==> config.mk <==
export PLATFORM = sky130hd
export DESIGN_NAME = ycbcr2rgb_frame_ctrl_flat
export DESIGN_NICKNAME = d
export VERILOG_FILES = /design/src/rtl/ycbcr2rgb_frame_ctrl_if.sv /design/src/rtl/ycbcr2rgb_frame_ctrl.sv /design/src/flat_wrapper.sv
export SDC_FILE = /design/constraint.sdc
export NUM_CORES = 1
export LEC_CHECK = 0
export CAP_MARGIN = 40
export CORE_MARGIN = 4
export CORE_UTILIZATION = 58
export DETAILED_ROUTE_END_ITERATION = 12
export GPL_TIMING_DRIVEN = 0
export PLACE_DENSITY_LB_ADDON = 0.3
export SYNTH_ARGS = -nofsm -noshare
export SYNTH_HDL_FRONTEND = slang
export SYNTH_SLANG_ARGS = --single-unit
==> constraint.sdc <==
create_clock -name clk -period 2.8 [get_ports clk]
set_input_delay 0.42 -clock clk [delete_from_list [all_inputs] [get_ports clk]]
set_output_delay 0.42 -clock clk [all_outputs]
set_load 0.02 [all_outputs]
==> src/rtl/ycbcr2rgb_frame_ctrl_if.sv <==
// Register port, input video timing and committed converter controls
// for one ycbcr2rgb_frame_ctrl channel.
interface ycbcr2rgb_frame_ctrl_if;
  logic        cfg_wr;
  logic [1:0]  cfg_addr;
  logic [15:0] cfg_wdata;
  logic [15:0] cfg_rdata;
  logic        vin_v_sync;
  logic        vin_h_sync;
  logic        vin_de;
  logic        cvt_en;
  logic        cvt_bypass;
  logic        cvt_limited;
  logic        frame_start;
  logic        fmt_err;

  modport master (
    output cfg_wr, cfg_addr, cfg_wdata, vin_v_sync, vin_h_sync, vin_de,
    input  cfg_rdata, cvt_en, cvt_bypass, cvt_limited, frame_start, fmt_err
  );

  modport slave (
    input  cfg_wr, cfg_addr, cfg_wdata, vin_v_sync, vin_h_sync, vin_de,
    output cfg_rdata, cvt_en, cvt_bypass, cvt_limited, frame_start, fmt_err
  );
endinterface

==> src/rtl/ycbcr2rgb_frame_ctrl.sv <==
// Frame-synchronous control for one ycbcr2rgb_2pix channel: shadow CTRL
// committed at frame start, active width/height measurement, sticky
// format-error flags and a frame counter.
module ycbcr2rgb_frame_ctrl #(
  parameter int PIXCEL_NUM = 2,
  parameter int HCNT_W     = 13,
  parameter int VCNT_W     = 12,
  parameter int FCNT_W     = 16
) (
  input  logic                    clk,
  input  logic                    rst,
  ycbcr2rgb_frame_ctrl_if.slave   bus
);

  typedef enum logic {S_WAIT_VS, S_FRAME} state_t;

  state_t              state;
  logic                vs_q, de_q, frame_start_q, line_end_q;
  logic [2:0]          ctrl_shadow, stat;
  logic                en_q, bypass_q, limited_q;
  logic                first_line;
  logic [HCNT_W-1:0]   pix_cnt, ref_width, width;
  logic [VCNT_W-1:0]   line_cnt, height;
  logic [FCNT_W-1:0]   frame_cnt;
  logic [15:0]         rdata;

  // Line boundaries come from DE alone; h_sync carries no extra information.
  logic unused_hs;
  assign unused_hs = bus.vin_h_sync;

  // Saturating pixel and line increments.
  logic [HCNT_W:0]     pix_sum;
  logic [HCNT_W-1:0]   pix_inc;
  logic [VCNT_W-1:0]   line_inc, line_now;
  logic [HCNT_W-1:0]   ref_now;
  assign pix_sum  = {1'b0, pix_cnt} + (HCNT_W+1)'(PIXCEL_NUM);
  assign pix_inc  = pix_sum[HCNT_W] ? '1 : pix_sum[HCNT_W-1:0];
  assign line_inc = (&line_cnt) ? line_cnt : line_cnt + VCNT_W'(1);

  // A line closing in the frame_start cycle belongs to the closing frame.
  assign line_now = line_end_q ? line_inc : line_cnt;
  assign ref_now  = (line_end_q && first_line) ? pix_cnt : ref_width;

  logic       in_frame;
  logic [2:0] stat_set, stat_clr;
  assign in_frame    = (state == S_FRAME);
  assign stat_set[0] = in_frame && line_end_q && !first_line && (pix_cnt != ref_width);
  assign stat_set[1] = in_frame && frame_start_q && (line_now != '0) &&
                       (height != '0) && (line_now != height);
  assign stat_set[2] = in_frame && frame_start_q && (line_now == '0);
  assign stat_clr    = (bus.cfg_wr && bus.cfg_addr == 2'd3) ? bus.cfg_wdata[2:0] : 3'b000;

  // Register the timing inputs once and form the edge pulses from them.
  always_ff @(posedge clk) begin
    if (rst) begin
      vs_q          <= 1'b0;
      de_q          <= 1'b0;
      frame_start_q <= 1'b0;
      line_end_q    <= 1'b0;
    end else begin
      vs_q          <= bus.vin_v_sync;
      de_q          <= bus.vin_de;
      frame_start_q <= bus.vin_v_sync & ~vs_q;
      line_end_q    <= de_q & ~bus.vin_de;
    end
  end

  // Frame FSM: counting, measurement latches, sticky errors and CTRL commit.
  always_ff @(posedge clk) begin
    if (rst) begin
      state       <= S_WAIT_VS;
      ctrl_shadow <= 3'b000;
      stat        <= 3'b000;
      en_q        <= 1'b0;
      bypass_q    <= 1'b0;
      limited_q   <= 1'b0;
      first_line  <= 1'b1;
      pix_cnt     <= '0;
      ref_width   <= '0;
      width       <= '0;
      line_cnt    <= '0;
      height      <= '0;
      frame_cnt   <= '0;
    end else begin
      // Set wins over a simultaneous write-1-to-clear.
      stat <= (stat & ~stat_clr) | stat_set;
      if (bus.cfg_wr && bus.cfg_addr == 2'd0)
        ctrl_shadow <= bus.cfg_wdata[2:0];

      case (state)
        S_WAIT_VS: begin
          if (frame_start_q) begin
            {limited_q, bypass_q, en_q} <= ctrl_shadow;
            line_cnt   <= '0;
            pix_cnt    <= '0;
            first_line <= 1'b1;
            state      <= S_FRAME;
          end
        end
        S_FRAME: begin
          if (line_end_q) begin
            pix_cnt    <= '0;
            line_cnt   <= line_inc;
            first_line <= 1'b0;
            if (first_line) ref_width <= pix_cnt;
          end else if (de_q) begin
            pix_cnt <= pix_inc;
          end
          if (frame_start_q) begin
            if (line_now != '0) begin
              height <= line_now;
              width  <= ref_now;
            end
            frame_cnt  <= frame_cnt + FCNT_W'(1);
            {limited_q, bypass_q, en_q} <= ctrl_shadow;
            line_cnt   <= '0;
            pix_cnt    <= '0;
            first_line <= 1'b1;
          end
        end
        default: state <= S_WAIT_VS;
      endcase
    end
  end

  // Registered read mux; data follows cfg_addr by one cycle.
  always_ff @(posedge clk) begin
    if (rst) begin
      rdata <= '0;
    end else begin
      case (bus.cfg_addr)
        2'd0:    rdata <= {13'd0, ctrl_shadow};
        2'd1:    rdata <= 16'(width);
        2'd2:    rdata <= 16'(height);
        default: rdata <= {frame_cnt[12:0], stat};
      endcase
    end
  end

  assign bus.cfg_rdata   = rdata;
  assign bus.cvt_en      = en_q;
  assign bus.cvt_bypass  = bypass_q;
  assign bus.cvt_limited = limited_q;
  assign bus.frame_start = frame_start_q;
  assign bus.fmt_err     = |stat;

endmodule

==> src/flat_wrapper.sv <==
// flat-port wrapper written by rule: the top's interface ports become plain ports
module ycbcr2rgb_frame_ctrl_flat 
#(
  parameter int PIXCEL_NUM = 2,
  parameter int HCNT_W     = 13,
  parameter int VCNT_W     = 12,
  parameter int FCNT_W     = 16
)
  (clk, rst, bus_cfg_wr, bus_cfg_addr, bus_cfg_wdata, bus_vin_v_sync, bus_vin_h_sync, bus_vin_de, bus_cfg_rdata, bus_cvt_en, bus_cvt_bypass, bus_cvt_limited, bus_frame_start, bus_fmt_err);
  ycbcr2rgb_frame_ctrl_if bus_i ();
  input  logic clk;
  input  logic rst;
  input wire logic [$bits(bus_i.cfg_wr)-1:0] bus_cfg_wr;
  input wire logic [$bits(bus_i.cfg_addr)-1:0] bus_cfg_addr;
  input wire logic [$bits(bus_i.cfg_wdata)-1:0] bus_cfg_wdata;
  input wire logic [$bits(bus_i.vin_v_sync)-1:0] bus_vin_v_sync;
  input wire logic [$bits(bus_i.vin_h_sync)-1:0] bus_vin_h_sync;
  input wire logic [$bits(bus_i.vin_de)-1:0] bus_vin_de;
  output wire logic [$bits(bus_i.cfg_rdata)-1:0] bus_cfg_rdata;
  output wire logic [$bits(bus_i.cvt_en)-1:0] bus_cvt_en;
  output wire logic [$bits(bus_i.cvt_bypass)-1:0] bus_cvt_bypass;
  output wire logic [$bits(bus_i.cvt_limited)-1:0] bus_cvt_limited;
  output wire logic [$bits(bus_i.frame_start)-1:0] bus_frame_start;
  output wire logic [$bits(bus_i.fmt_err)-1:0] bus_fmt_err;
  assign bus_i.cfg_wr = bus_cfg_wr;
  assign bus_i.cfg_addr = bus_cfg_addr;
  assign bus_i.cfg_wdata = bus_cfg_wdata;
  assign bus_i.vin_v_sync = bus_vin_v_sync;
  assign bus_i.vin_h_sync = bus_vin_h_sync;
  assign bus_i.vin_de = bus_vin_de;
  assign bus_cfg_rdata = bus_i.cfg_rdata;
  assign bus_cvt_en = bus_i.cvt_en;
  assign bus_cvt_bypass = bus_i.cvt_bypass;
  assign bus_cvt_limited = bus_i.cvt_limited;
  assign bus_frame_start = bus_i.frame_start;
  assign bus_fmt_err = bus_i.fmt_err;
  ycbcr2rgb_frame_ctrl #(.PIXCEL_NUM(PIXCEL_NUM), .HCNT_W(HCNT_W), .VCNT_W(VCNT_W), .FCNT_W(FCNT_W)) u_core (.clk(clk), .rst(rst), .bus(bus_i));
endmodule
After elaboration in Yosys (flattened, before gate mapping)
Cells that the tools add are included.
{ "op_classes": {"n_addsub": 3, "muxes": 23, "eq_ne": 8, "bitwise_logic": 8, "n_reduce_logical": 23} }
{ "op_table": {"columns": ["operator", "n"], "rows": [
  ["13-bit two-way mux", 6],
  ["12-bit two-way mux", 4],
  ["16-bit case mux with 3 select lines", 1],
  ["13-bit case mux with 2 select lines", 1],
  ["12-bit case mux with 2 select lines", 1],
  ["12-bit nonzero test", 2],
  ["16-bit by 1-bit adder with 16-bit output (second input constant)", 1],
  ["13-bit by 2-bit adder with 14-bit output (second input constant)", 1],
  ["13-bit != test", 1],
  ["12-bit by 1-bit adder with 12-bit output (second input constant)", 1],
  ["12-bit zero test", 1],
  ["12-bit != test", 1],
  ["12-bit AND reduction", 1],
  ["1-bit logical AND", 11],
  ["1-bit two-way mux", 8],
  ["2-bit AND reduction", 3],
  ["3-bit AND reduction", 2],
  ["2-bit equality test (second input constant)", 2],
  ["4-bit != test (second input constant)", 1],
  ["3-bit AND", 1],
  ["3-bit two-way mux", 1],
  ["3-bit != test (second input constant)", 1],
  ["1-bit NOT", 3],
  ["3-bit NOT", 1],
  ["8 further kinds", 9]
]} }
{ "word_totals": {"in_bits": 24, "register_bits": 110} }

Logic depth before layout (Yosys ltp)
Gate-level depths: netlist (run 1).
{ "logic_depth": {"depth_word": 8, "ltp_mapped": 10} }

Least setup slack after synthesis (run 1)
Ideal clock, no wire load.
{ "synth_timing": {"kind": "register to register", "startpoint": "reg u_core.line_cnt[0]", "endpoint": "reg u_core.height[5]", "arrival_time_ps": 2289, "slack_ps": 383, "setup_time_ps": 128, "n_path_buf": 1, "stages_incl_launch_ff": 10, "t_required_ps": 2672, "cell_sequence": "dfxtp_1 > ha_1 > nand3_1 > o31ai_2 > mux2i_1 > nor3_4 > a21oi_4 > buf_4 > mux2i_1 > nor2_1"} }
{ "synth_via": {"elab_chain_len": 5, "word_cells_on_any_way": 6, "cone_classes": "add/sub (1); mux (2); reduce/logical (3)"} }
{ "synth_rtl": {"columns": ["element", "line", "rtl"], "rows": [
  ["from (decl)", "ycbcr2rgb_frame_ctrl.sv:23", "logic [VCNT_W-1:0] line_cnt, height;"],
  ["from (signal assigned)", "ycbcr2rgb_frame_ctrl.sv:103", "line_cnt <= line_inc;"],
  ["12-bit by 1-bit adder with 12-bit output or 12-bit AND reduction (tied branches)", "ycbcr2rgb_frame_ctrl.sv:38", "assign line_inc = (&line_cnt) ? line_cnt : line_cnt + VCNT_W'(1);"],
  ["12-bit two-way mux", "ycbcr2rgb_frame_ctrl.sv:38", null],
  ["12-bit two-way mux (*)", null, null],
  ["12-bit nonzero test", "ycbcr2rgb_frame_ctrl.sv:110", "if (line_now != '0) begin"],
  ["3-bit AND reduction (no line)", null, null],
  ["to (signal assigned)", "ycbcr2rgb_frame_ctrl.sv:111", "height <= line_now;"],
  ["to (decl)", "ycbcr2rgb_frame_ctrl.sv:23", null]
]} }
Every way passes the cells marked *; elsewhere a longest branch is shown, timed or not.
A chain may end at the register's enable or synchronous reset.

Worst setup path after layout (run 1)
{ "layout_timing": {"startpoint": "reg u_core.line_cnt[4]", "endpoint": "reg u_core.height[6]"} }
The elaborated chain is that of the path after synthesis.

==> results of run 1 <==
==> power by group through the flow <==
stage / Sequential [mW] / Combinational, mW / Clock [mW]
finish: 1.54 / 0.157 / 1.08
global route: 1.54 / 0.169 / 1.14
CTS: 1.54 / 0.152 / 1.08
detailed placement: 1.58 / 0.150 / 0
global placement: 1.58 / 0.147 / 0
floorplan: 1.57 / 0.0955 / 0
==> layout make-up <==
class | count | area, sq um | share of cell area, %
Sequential cell | 107 | 2142 | 34.00
Clock inverter | 5 | 85.08 | 1.350
Timing Repair Buffer | 33 | 317.8 | 5.044
Clock buffer | 11 | 141.4 | 2.244
Tap cell | 129 | 161.4 | 2.562
Inverter | 4 | 15.01 | 0.2383
Buffer | 55 | 247.7 | 3.932
Multi-Input combinational cell | 506 | 3191 | 50.64
==> through the flow <==
stage	setup WS (ps)	TNS, ps	instance area (sq um)	instances
2_1_floorplan	383.3	0	5520	672
3_3_place_gp	-55.96	-291.3	5962	829
3_5_place_dp	-150.5	-916.3	5962	829
4_1_cts	3.083	0	6213	845
5_1_grt	-46.79	-189.9	6301	850
6_report	-0.4154	-0.4154	6301	850
==> worst min-delay path by stage <==
stage / slack [ps] / from / cells after the start / end
2_1_floorplan: 370 / u_core.vs_q / 1 / u_core.bus.frame_start
3_3_place_gp: 380 / u_core.vs_q / 1 / u_core.bus.frame_start
3_5_place_dp: 380 / u_core.vs_q / 1 / u_core.bus.frame_start
4_1_cts: 400 / u_core.vs_q / 1 / u_core.bus.frame_start
5_1_grt: 420 / u_core.vs_q / 1 / u_core.bus.frame_start
6_report: 390 / u_core.vs_q / 1 / u_core.bus.frame_start
==> flip-flops by register name (all words and copies together), names as in the netlist, 3 cells and up <==
name / count
u_core.bus.cfg_rdata: 16
u_core.frame_cnt: 13
u_core.pix_cnt: 13
u_core.ref_width: 13
u_core.width: 13
u_core.height: 12
u_core.line_cnt: 12
u_core.ctrl_shadow: 3
u_core.stat: 3
==> logic make-up (layout without fill, tap and decap cells) <==
kind of cell,count (synthesis),count (layout)
AOI/OAI and AO/OA,145,145
xor gates and xnor gates,32,32
adders and majority gates,3,3
buffers and inverters,59,108
DFF,107,107
muxes,33,33
and+or+nand+nor,293,293
==> repair_timing <==
action / CTS / global route
endpoints found under the setup margin: 20 / 25
gates resized for setup: 4 / 9
buffers inserted: 0 / 5
pin swaps: 1 / 4
==> routing by layer <==
layer	vias up	track usage (%)
met3	21	6.062
met2	260	44.03
met5	-	0
met1	2490	38.91
li1	2489	-
met4	0	8.141
==> worst max-delay path, stage by stage, from the launching register on <==
cell and delay (ps):
sky130_fd_sc_hd__dfxtp_1 310, sky130_fd_sc_hd__buf_2 180, sky130_fd_sc_hd__nand4_1 290, sky130_fd_sc_hd__buf_2 300, sky130_fd_sc_hd__o311a_1 400, sky130_fd_sc_hd__o22ai_1 180, sky130_fd_sc_hd__nor4_2 80, sky130_fd_sc_hd__buf_4 170
sky130_fd_sc_hd__a21oi_4 240, sky130_fd_sc_hd__buf_6 210, sky130_fd_sc_hd__mux2i_1 230, sky130_fd_sc_hd__nor2_1 70
==> placed cells by master, fill, tap and decap left out, drive strengths merged, types with 2 or more instances in the layout <==
cell type	n
xor2	16
nor3	9
a31oi	9
nand4	9
and2	5
o22ai	3
mux2i	22
or4	3
nand3	32
a21o	3
nor2	78
mux2	8
or3	7
inv	5
xnor2	16
mux4	3
bufinv	2
a41o	2
buf	25
o211ai	3
nand2b	10
a311oi	14
nor3b	4
nand3b	5
clkdlybuf4s50	28
o31ai	2
a2bb2oi	2
o21ai	34
and3	20
nor4	10
nor2b	14
a211oi	9
a32oi	3
nand2	77
a21oi	40
ha	3
a22oi	13
dfxtp	107
and4	7
clkbuf	46
==> results.rst, run 1 <==
.. list-table::
   :header-rows: 1

   * - Metric
     - Value
   * - Hold Slack
     - 392.6 ps
   * - Endpoint class of the critical path
     - register
   * - Relative contribution of combinational cells to total power
     - between 5 and 6%
   * - Core Footprint
     - 9240 sq um
   * - Outcome
     - finished, violations left
   * - Final Skew
     - 13.69 ps
   * - Fraction of synthesized cell area in xor and xnor cells
     - around 5%
   * - Number of buffers created by CTS
     - 9
   * - IO Count
     - 45
   * - Compound-cell area share of the yosys netlist
     - 17.45%
   * - Clk_lat worst skew
     - around 380 ps
   * - Area share of fa/ha/maj cells after synthesis
     - less than 1%
   * - Failing checks
     - setup timing
   * - Final core utilization
     - 68.19%
   * - Number of failing setup endpoints in the final timing report
     - 1
   * - Static Leak
     - 2.192 nW
   * - Synth Flop Type
     - sky130_fd_sc_hd__dfxtp_1
   * - Number of distinct library cells after synthesis
     - 59
   * - First-pass GRT wire length
     - 24.94 mm
   * - RD Place Congestion
     - 1.005
   * - # fillers
     - 756
   * - Number of flops mapped to enable cells by yosys
     - 0
   * - Total overflow reported by the global router
     - 0
   * - Worst endpoint data arrival time
     - between 3000 and 4000 ps
   * - Classification of the worst setup path
     - register to register
   * - Worst Path Max Fanout
     - 10
   * - Area enclosed by the die boundary
     - 11140 sq um
   * - Mapped Area
     - about 5500 sq um
   * - Crit path from
     - u_core.line_cnt[4]
   * - Vias in the first global route
     - between 4k and 5k
   * - Max-Cap Viols
     - 0
   * - Die Height
     - approximately 110 microns
   * - VDD IR-drop max
     - 0.2709 mV
   * - Number of nets with antenna violations after routing
     - 0
   * - Critical R2R Launch
     - u_core.line_cnt[4]
   * - CP startpoint kind
     - register
   * - Logic depth of the worst register-to-register path
     - 11
   * - Detailed-routed wire length on met3
     - 1.232 mm
   * - Highest layer used for signal routing
     - met4
   * - Hold buffer count at CTS
     - 0
   * - Fraction of layout cells with a size suffix above 1
     - 9.015%
   * - Root Driver
     - sky130_fd_sc_hd__clkbuf_8
   * - Initial antenna violation count
     - 0
   * - Total Power
     - 2.774 mW
   * - Drt initial violations
     - 519
   * - Part of the cycle the worst path needs
     - 100.0%
   * - Total power per unit cell area
     - approximately 440 nW/um^2
   * - Count of unresolved DRC violations after routing
     - 0
   * - Synth Net Count
     - ~700
   * - Synthesis warning total
     - 0
   * - Minimum clock period
     - 2800 ps
   * - Total Wirelength
     - 15.53 mm
   * - Hpwl dp
     - 11.31 mm
   * - Capture point of the worst reg-to-reg path
     - u_core.height[6]
   * - Cell with the most instances after synthesis
     - sky130_fd_sc_hd__dfxtp_1
   * - PnR worst setup slack
     - -0.4154 ps
   * - Average wire per standard cell
     - 18.27 microns
   * - Area share of the leading cell type in the synthesized netlist
     - 38.80%
   * - Main combinational cell family by area after synthesis
     - simple AND/OR/NAND/NOR gates
   * - Clock share of power
     - roughly two fifths
   * - Number of buffers on the longest clock path
     - 2
   * - Max Freq
     - about 360 MHz
   * - DR vias
     - 5260
   * - Number of nets in the finished design
     - 743
   * - Net switching fraction of the power
     - approximately a quarter
   * - Total routed wire length on the met1 layer
     - 6.924 mm
   * - Top cells by instance count after synthesis
     - sky130_fd_sc_hd__dfxtp_1 (107), sky130_fd_sc_hd__nor2_1 (78), sky130_fd_sc_hd__nand2_1 (77), sky130_fd_sc_hd__a21oi_1 (39), sky130_fd_sc_hd__clkbuf_1 (35)
   * - Number of H-tree levels
     - 3
   * - Clock transition at the registers of the reported paths
     - around 100 ps
   * - TritonCTS clock tree
     - yes
   * - Sequential group share of total power
     - 55.6%
   * - Row count
     - 35
   * - Met2 layer wire length in the routed design
     - between 7 and 8 mm
   * - Die extent in x
     - 105.6 microns
   * - Synth area leader
     - sky130_fd_sc_hd__dfxtp_1
   * - Synthesis-to-layout area growth
     - 14.14%
   * - Path class of the lowest-slack min-delay path
     - register to register
   * - Power dissipated by switching net loads
     - 0.6549 mW
   * - DR pass1 iterations
     - 5
   * - Count of mapped cells out of synthesis
     - 672
   * - Antenna diode count
     - 0
   * - Sequential share of the synthesized area
     - 38.80%
   * - Initial cell density of the core
     - ~60%
   * - Synth Register Bits
     - 107
   * - Worst setup path endpoint
     - u_core.height[6]
   * - Vias/cell
     - 6.188
   * - Reg2Reg Setup Slack
     - -0.4 ps
   * - Port Buffers
     - 28
   * - Internal cell power
     - 2.119 mW
   * - Mean post-synth cell area
     - 8.215 sq um
   * - Actual slew at the worst max-slew pin
     - around 800 ps
   * - Global-route usage over all layers
     - 28.04%
   * - Post-synthesis share of cell area spent on and, or, nand and nor gates
     - between 20% and 30%
   * - Clock sink count
     - approximately 110
   * - Required time of the critical path
     - 3040 ps
   * - Cells taking the most area after synthesis
     - sky130_fd_sc_hd__dfxtp_1 (39%), sky130_fd_sc_hd__nor2_1 (5.3%), sky130_fd_sc_hd__nand2_1 (5.2%)
   * - Mux cell area share after synthesis
     - 6.845%
   * - Hold Violations, Final
     - 0
   * - Async set-reset flop share out of synthesis
     - 0%
   * - Largest net degree at the start of global routing
     - 18
   * - Relative slew margins
     - between 40% and 50%
   * - Total count of max-transition violations in the final report
     - 0
No activity file was read; power rests on OpenSTA's default activity.
==> inputs of run 2 (changes only) <==
--- a/config.mk
+++ b/config.mk
@@ -6,7 +6,7 @@
 export NUM_CORES = 1
 export LEC_CHECK = 0
 export CAP_MARGIN = 40
-export CORE_MARGIN = 4
+export CORE_MARGIN = 2
 export CORE_UTILIZATION = 58
 export DETAILED_ROUTE_END_ITERATION = 12
 export GPL_TIMING_DRIVEN = 0
==> results.rst, run 2 (synthesis gave the netlist of run 1 again) <==
.. list-table::
   :header-rows: 1

   * - Metric
     - Value
   * - Worst Path Buf+Inv
     - 2 (was 4)
   * - Biggest cell delay along the critical path
     - 530 ps (was 400 ps)
   * - Clk_lat worst skew
     - 380 ps (about the same)
   * - Total count of max-transition violations in the final report
     - 0 (unchanged)
   * - Relative contribution of combinational cells to total power
     - 5.9% (was 5.7%)
   * - Average wire per standard cell
     - 17.73 microns (was 18.27 microns)
   * - Total power per unit cell area
     - 415.6 nW/um^2 (was 440.2 nW/um^2)
   * - Fraction of layout cells with a size suffix above 1
     - 9.418% (was 9.015%)
   * - Largest net degree at the start of global routing
     - 18 (unchanged)
   * - Final Skew
     - 9.149 ps (was 13.69 ps)
   * - Worst endpoint data arrival time
     - 2920 ps (was 3040 ps)
   * - Critical R2R Launch
     - u_core.line_cnt[4] (unchanged)
   * - Outcome
     - finished, final reports clean (was finished, violations left)
   * - Total Wirelength
     - 15.09 mm (was 15.53 mm)
   * - Max Freq
     - 376.2 MHz (was 357.1 MHz)
   * - TritonCTS clock tree
     - yes (unchanged)
   * - Port Buffers
     - 28 (unchanged)
   * - Startpoint of the worst hold path
     - u_core.vs_q (unchanged)
   * - Required time of the critical path
     - 3070 ps (was 3040 ps)
   * - Number of nets with antenna violations after routing
     - 0 (unchanged)
   * - Instance area after placement
     - 5962 sq um (unchanged)
   * - Relative slew margins
     - 47.35% (was 46.89%)
   * - CP startpoint kind
     - register (unchanged)
   * - Standard cell with the maximum stage delay on the critical path
     - sky130_fd_sc_hd__or4_1 (was sky130_fd_sc_hd__o311a_1)
   * - Core Footprint
     - 9240 sq um (unchanged)
   * - Flip-flop count of the largest register, all copies and words added
     - 16 (unchanged)
   * - DR vias
     - 5189 (was 5260)
   * - Classification of the worst setup path
     - register to register (unchanged)
   * - Static Leak
     - 2.197 nW (was 2.192 nW)
   * - Initial antenna violation count
     - 0 (unchanged)
   * - Root Driver
     - sky130_fd_sc_hd__clkbuf_8 (unchanged)
   * - Die extent in x
     - 101.6 microns (was 105.6 microns)
   * - Row count
     - 35 (unchanged)
   * - # fillers
     - 739 (was 756)
   * - Area enclosed by the die boundary
     - 10310 sq um (was 11140 sq um)
   * - Global-route usage over all layers
     - 29.91% (was 28.04%)
   * - Clock share of power
     - 35.2% (was 38.8%)
   * - Number of failing setup endpoints in the final timing report
     - 0 (was 1)
   * - Total overflow reported by the global router
     - 0 (unchanged)
   * - Initial cell density of the core
     - 59.74% (unchanged)
   * - Drt initial violations
     - 431 (was 519)
   * - DR pass1 iterations
     - 5 (unchanged)
   * - Internal cell power
     - 1.965 mW (was 2.119 mW)
   * - Minimum clock period
     - 2658 ps (was 2800 ps)
   * - First-pass GRT wire length
     - 24.24 mm (was 24.94 mm)
   * - Vias/cell
     - 6.098 (was 6.188)
   * - Actual slew at the worst max-slew pin
     - 789.8 ps (was 796.6 ps)
   * - Power dissipated by switching net loads
     - 0.6506 mW (was 0.6549 mW)
   * - Number of H-tree levels
     - 3 (unchanged)
   * - Antenna diode count
     - 0 (unchanged)
   * - Final cell count without fillers
     - 851 (was 850)
   * - Most common cell after layout, fill and taps aside
     - sky130_fd_sc_hd__dfxtp_1 (unchanged)
   * - IO Count
     - 45 (unchanged)
   * - Number of buffers created by CTS
     - 9 (unchanged)
   * - Net switching fraction of the power
     - 24.88% (was 23.61%)
   * - Clock sink count
     - 107 (unchanged)
   * - Number of nets in the finished design
     - 744 (was 743)
   * - Number of buffers on the longest clock path
     - 2 (unchanged)
   * - Sequential group share of total power
     - 58.9% (was 55.6%)
   * - Hold Violations, Final
     - 0 (unchanged)
   * - Die Height
     - 101.6 microns (was 105.6 microns)
   * - RD Place Congestion
     - 0.9644 (was 1.005)
   * - Endpoint class of the critical path
     - register (unchanged)
   * - Part of the cycle the worst path needs
     - 94.93% (was 100.0%)
   * - Commonest non-fill, non-tap cells in the layout
     - sky130_fd_sc_hd__dfxtp_1 (105), sky130_fd_sc_hd__nor2_1 (78), sky130_fd_sc_hd__nand2_1 (77) (was sky130_fd_sc_hd__dfxtp_1 (107), sky130_fd_sc_hd__nor2_1 (78), sky130_fd_sc_hd__nand2_1 (77))
   * - Path class of the lowest-slack min-delay path
     - register to register (unchanged)
   * - Synthesis-to-layout area growth
     - 13.98% (was 14.14%)
   * - Vias in the first global route
     - 4867 (was 4796)
   * - Chain of cells forming the critical path
     - buf_2 > nand4_1 > buf_2 > nor2_1 > a2bb2oi_1 > o21ai_0 > or4_1 > nor4_1 > o21ai_0 (was buf_2 > nand4_1 > buf_2 > o311a_1 > o22ai_1 > nor4_2 > buf_4 > a21oi_4 > buf_6 > mux2i_1 > nor2_1)
   * - Max-Cap Viols
     - 0 (unchanged)
   * - Final design area excluding fillers
     - 6292 sq um (was 6301 sq um)
   * - Top delay family on crit path
     - simple AND/OR/NAND/NOR gates (was buffers and inverters)
   * - VDD IR-drop max
     - 0.2589 mV (was 0.2709 mV)
   * - Count of unresolved DRC violations after routing
     - 0 (unchanged)
   * - Worst slack at placement
     - -155.9 ps (was -150.5 ps)
   * - Crit path from
     - u_core.line_cnt[4] (unchanged)
   * - Hpwl dp
     - 10.95 mm (was 11.31 mm)
   * - Worst Path Max Fanout
     - 10 (unchanged)
   * - PnR worst setup slack
     - 142.1 ps (was -0.4154 ps)
   * - Total placed cells including tap cells
     - 829 (unchanged)
   * - Hold buffer count at CTS
     - 0 (unchanged)
   * - Clock transition at the registers of the reported paths
     - 100 ps (about the same)
==> run 2: cell count changes in the layout (fill, tap and decap cells not counted), moves of 2 or more <==
cell	delta
sky130_fd_sc_hd__buf_4	+2
sky130_fd_sc_hd__bufinv_16	-2
sky130_fd_sc_hd__dfxtp_1	-2
sky130_fd_sc_hd__dfxtp_2	+2
==> run 2: per-layer routing <==
layer,wire [microns],global-route usage (%),vias to the layer above
li1,-,-,2488
met1,6733,41.24,2430
met2,6766,46.20,251
met3,1316,6.970,20
met4,274,10.08,0
met5,0,0,-
==> run 2: path summary, 6_finish.rpt <==
kind / slack [ps] / cells past startpoint / to
min: 390 / 1 / u_core.bus.frame_start
min reg2reg: 390 / 1 / u_core.bus.frame_start
max: 140 / 9 / u_core.stat[1]
max reg2reg: 140 / 9 / u_core.stat[1]
==> run 2: final cells by class <==
class	count	area (sq um)	share of cell area, %
inverter	4	15.01	0.2386
multi-input combinational	506	3213	51.06
tap	129	161.4	2.565
clock buffer	12	155.1	2.466
buffer	55	244.0	3.878
sequential	107	2145	34.08
clock inverter	4	33.78	0.5369
timing repair buffer	34	325.3	5.170
==> run 2: worst register-to-register path, cell delays in order, from the launching register on <==
cell                        delay (ps)
sky130_fd_sc_hd__dfxtp_1           310
sky130_fd_sc_hd__buf_2             170
sky130_fd_sc_hd__nand4_1           230
sky130_fd_sc_hd__buf_2             280
sky130_fd_sc_hd__nor2_1            340
sky130_fd_sc_hd__a2bb2oi_1         210
sky130_fd_sc_hd__o21ai_0           110
sky130_fd_sc_hd__or4_1             530
sky130_fd_sc_hd__nor4_1            250
sky130_fd_sc_hd__o21ai_0           120
==> run 2: what timing repair did <==
item	CTS	global route
pin swaps	1	4
endpoints found under the setup margin	21	25
endpoints found under the hold margin	0	0
buffers inserted	0	6
resized for setup	4	12
==> run 2: metrics by stage <==
step	util, %	TNS (ps)	hold WS [ps]	power (mW)
final	68.10	0	392.7	2.615
after global routing	68.10	-8.662	416.2	2.693
after CTS	66.87	0	396.0	2.616
after detailed placement	64.52	-2015	381.0	1.724
after global placement	64.52	-460.6	374.7	1.720
after floorplan	-	0	367.4	1.670
==> run 2: power by group through the flow <==
stage / registers, mW / logic (mW) / clock network [mW]
5_1_grt: 1.54 / 0.168 / 0.983
4_1_cts: 1.54 / 0.150 / 0.925
2_1_floorplan: 1.57 / 0.0955 / 0
3_3_place_gp: 1.57 / 0.145 / 0
3_5_place_dp: 1.58 / 0.148 / 0
6_report: 1.54 / 0.155 / 0.920
==> inputs of run 3 (changes only) <==
==> constraint.sdc (replaced) <==
create_clock -name clk -period 3.3 [get_ports clk]
set_input_delay 0.495 -clock clk [delete_from_list [all_inputs] [get_ports clk]]
set_output_delay 0.495 -clock clk [all_outputs]
set_load 0.02 [all_outputs]
==> results.rst, run 3 (synthesis gave the netlist of run 1 again) <==
.. list-table::
   :header-rows: 1

   * - Metric
     - Value
   * - Classification of the worst setup path
     - register to register (unchanged)
   * - Commonest non-fill, non-tap cells in the layout
     - sky130_fd_sc_hd__dfxtp_1 (107), sky130_fd_sc_hd__nor2_1 (78), sky130_fd_sc_hd__nand2_1 (77) (was sky130_fd_sc_hd__dfxtp_1 (105), sky130_fd_sc_hd__nor2_1 (78), sky130_fd_sc_hd__nand2_1 (77))
   * - Die Height
     - 101.6 microns (unchanged)
   * - Total Wirelength
     - 14.85 mm (was 15.09 mm)
   * - Root Driver
     - sky130_fd_sc_hd__clkbuf_8 (unchanged)
   * - DR pass1 iterations
     - 6 (was 5)
   * - Aggregate negative setup slack
     - 0 ps (unchanged)
   * - Number of failing setup endpoints in the final timing report
     - 0 (unchanged)
   * - Die extent in x
     - 101.6 microns (unchanged)
   * - Vias in the first global route
     - 4853 (was 4867)
   * - Startpoint of the worst hold path
     - u_core.vs_q (unchanged)
   * - Endpoint, Worst Hold
     - u_core.bus.frame_start (unchanged)
   * - Drt initial violations
     - 485 (was 431)
   * - Part of the cycle the worst path needs
     - 92.87% (was 94.93%)
   * - DR vias
     - 5164 (was 5189)
   * - Row count
     - 35 (unchanged)
   * - Antenna diode count
     - 0 (unchanged)
   * - Logic depth of the worst register-to-register path
     - 9 (unchanged)
   * - CP startpoint kind
     - register (unchanged)
   * - TritonCTS clock tree
     - yes (unchanged)
   * - Hpwl dp
     - 10.95 mm (unchanged)
   * - Capture point of the worst reg-to-reg path
     - u_core.height[6] (was u_core.stat[1])
   * - VDD IR-drop max
     - 0.2183 mV (was 0.2589 mV)
   * - Path class of the lowest-slack min-delay path
     - register to register (unchanged)
   * - Number of buffers created by CTS
     - 9 (unchanged)
   * - Number of buffers on the longest clock path
     - 2 (unchanged)
   * - Total overflow reported by the global router
     - 0 (unchanged)
   * - Endpoint class of the critical path
     - register (unchanged)
   * - Hold Violations, Final
     - 0 (unchanged)
   * - Total power per unit cell area
     - 359.6 nW/um^2 (was 415.6 nW/um^2)
   * - Count of buffers added by post-CTS timing repair for setup
     - 0 (unchanged)
   * - Required time of the critical path
     - 3550 ps (was 3070 ps)
   * - Count of unresolved DRC violations after routing
     - 0 (unchanged)
   * - Clk_lat worst skew
     - 380 ps (about the same)
   * - Minimum clock period
     - 3065 ps (was 2658 ps)
   * - Largest net degree at the start of global routing
     - 18 (unchanged)
   * - Relative slew margins
     - 47.84% (was 47.35%)
   * - Synthesis-to-layout area growth
     - 11.42% (was 13.98%)
   * - RD Place Congestion
     - 0.9644 (unchanged)
   * - Reg2Reg Setup Slack
     - 240 ps (was 140 ps)
   * - IO Count
     - 45 (unchanged)
   * - Static Leak
     - 2.105 nW (was 2.197 nW)
   * - Total count of max-transition violations in the final report
     - 0 (unchanged)
   * - First-pass GRT wire length
     - 24.12 mm (was 24.24 mm)
   * - Max Freq
     - 326.3 MHz (was 376.2 MHz)
   * - Number of H-tree levels
     - 3 (unchanged)
   * - Most common cell after layout, fill and taps aside
     - sky130_fd_sc_hd__dfxtp_1 (unchanged)
   * - Actual slew at the worst max-slew pin
     - 782.3 ps (was 789.8 ps)
   * - Hold Slack
     - 392.3 ps (was 392.7 ps)
   * - Flip-flop count of the largest register, all copies and words added
     - 16 (unchanged)
   * - Outcome
     - finished, final reports clean (unchanged)
   * - Max-Cap Viols
     - 0 (unchanged)
   * - Worst Path Max Fanout
     - 10 (unchanged)
   * - Fraction of layout cells with a size suffix above 1
     - 7.402% (was 9.418%)
   * - Unrepaired setup endpoints after global routing
     - no
   * - Total Power
     - 2.212 mW (was 2.615 mW)
   * - Port Buffers
     - 28 (unchanged)
   * - Worst endpoint data arrival time
     - 3320 ps (was 2920 ps)
   * - Vias/cell
     - 6.111 (was 6.098)
   * - Global-route usage over all layers
     - 29.79% (was 29.91%)
   * - Area enclosed by the die boundary
     - 10310 sq um (unchanged)
   * - Clock transition at the registers of the reported paths
     - 100 ps (about the same)
   * - Clock sink count
     - 107 (unchanged)
   * - Number of gates resized after CTS
     - 0 (was 4)
   * - Initial cell density of the core
     - 59.74% (unchanged)
   * - Initial antenna violation count
     - 0 (unchanged)
   * - Number of nets with antenna violations after routing
     - 0 (unchanged)
   * - Final Skew
     - 9.619 ps (was 9.149 ps)
   * - Crit path from
     - u_core.line_cnt[0] (was u_core.line_cnt[4])
   * - Number of nets in the finished design
     - 738 (was 744)
   * - Core Footprint
     - 9240 sq um (unchanged)
   * - Average wire per standard cell
     - 17.58 microns (was 17.73 microns)
   * - Number of stages on the worst hold path
     - 1 (unchanged)
   * - Hold buffer count at CTS
     - 0 (unchanged)
   * - # fillers
     - 764 (was 739)
   * - Critical R2R Launch
     - u_core.line_cnt[0] (was u_core.line_cnt[4])
==> run 3: changes by cell type in the layout (fill, tap and decap cells not counted), moves of 2 or more <==
| cell | previous run | this run |
|---|---|---|
| sky130_fd_sc_hd__buf_4 | 10 | 4 |
| sky130_fd_sc_hd__nand3_1 | 29 | 31 |
| sky130_fd_sc_hd__nand3_2 | 3 | 1 |
| sky130_fd_sc_hd__dfxtp_2 | 2 | 0 |
| sky130_fd_sc_hd__dfxtp_1 | 105 | 107 |
==> run 3: report_power, final <==
group,leakage (nW),total (mW),switching [mW],internal [mW]
sequential,0.863,1.31,0.00838,1.30
clock,0.0932,0.776,0.454,0.322
combinational,1.15,0.129,0.0844,0.0444
total,2.11,2.21,0.547,1.67
==> run 3: critical path, cell delays in order (launching register included) <==
cell and delay [ps]:
sky130_fd_sc_hd__dfxtp_1 410, sky130_fd_sc_hd__ha_1 360, sky130_fd_sc_hd__nand3_1 260, sky130_fd_sc_hd__o31ai_2 460, sky130_fd_sc_hd__mux2i_1 540, sky130_fd_sc_hd__nor3_4 100, sky130_fd_sc_hd__a21oi_4 270, sky130_fd_sc_hd__buf_4 250
sky130_fd_sc_hd__mux2i_1 220, sky130_fd_sc_hd__nor2_1 60
==> run 3: worst max-delay path by stage <==
stage | to | slack [ps] | depth (start not counted)
6_report | u_core.height[6] | 240 | 9
5_1_grt | u_core.width[9] | 3 | 9
4_1_cts | u_core.height[6] | 310 | 9
3_5_place_dp | u_core.height[6] | 340 | 9
3_3_place_gp | u_core.height[2] | 430 | 9
2_1_floorplan | u_core.height[5] | 880 | 9
==> run 3: layout make-up <==
class | instances | area (sq um) | share of cell area [%]
multi-input combinational | 506 | 3119 | 50.71
sequential | 107 | 2142 | 34.82
timing repair buffer | 28 | 280.3 | 4.557
buffer | 55 | 244.0 | 3.967
tap | 129 | 161.4 | 2.624
clock buffer | 12 | 155.1 | 2.522
clock inverter | 4 | 33.78 | 0.5492
inverter | 4 | 15.01 | 0.2441
==> run 3: routing by layer <==
layer / up-vias / wire length (microns) / global-route usage [%]
li1: 2481 / - / -
met1: 2400 / 6566 / 40.62
met2: 250 / 6576 / 46.20
met3: 33 / 1341 / 7.522
met4: 0 / 369 / 9.875
met5: - / 0 / 0
==> run 3: through the flow <==
step / cells / utilization [%] / setup WS (ps) / instance area [sq um]
floorplan: 672 / - / 883.3 / 5520
global route: 845 / 66.57 / 3.196 / 6151
global placement: 829 / 64.52 / 429.9 / 5962
detailed placement: 829 / 64.52 / 344.1 / 5962
CTS: 845 / 66.57 / 308.3 / 6151
finish: 845 / 66.57 / 235.3 / 6151
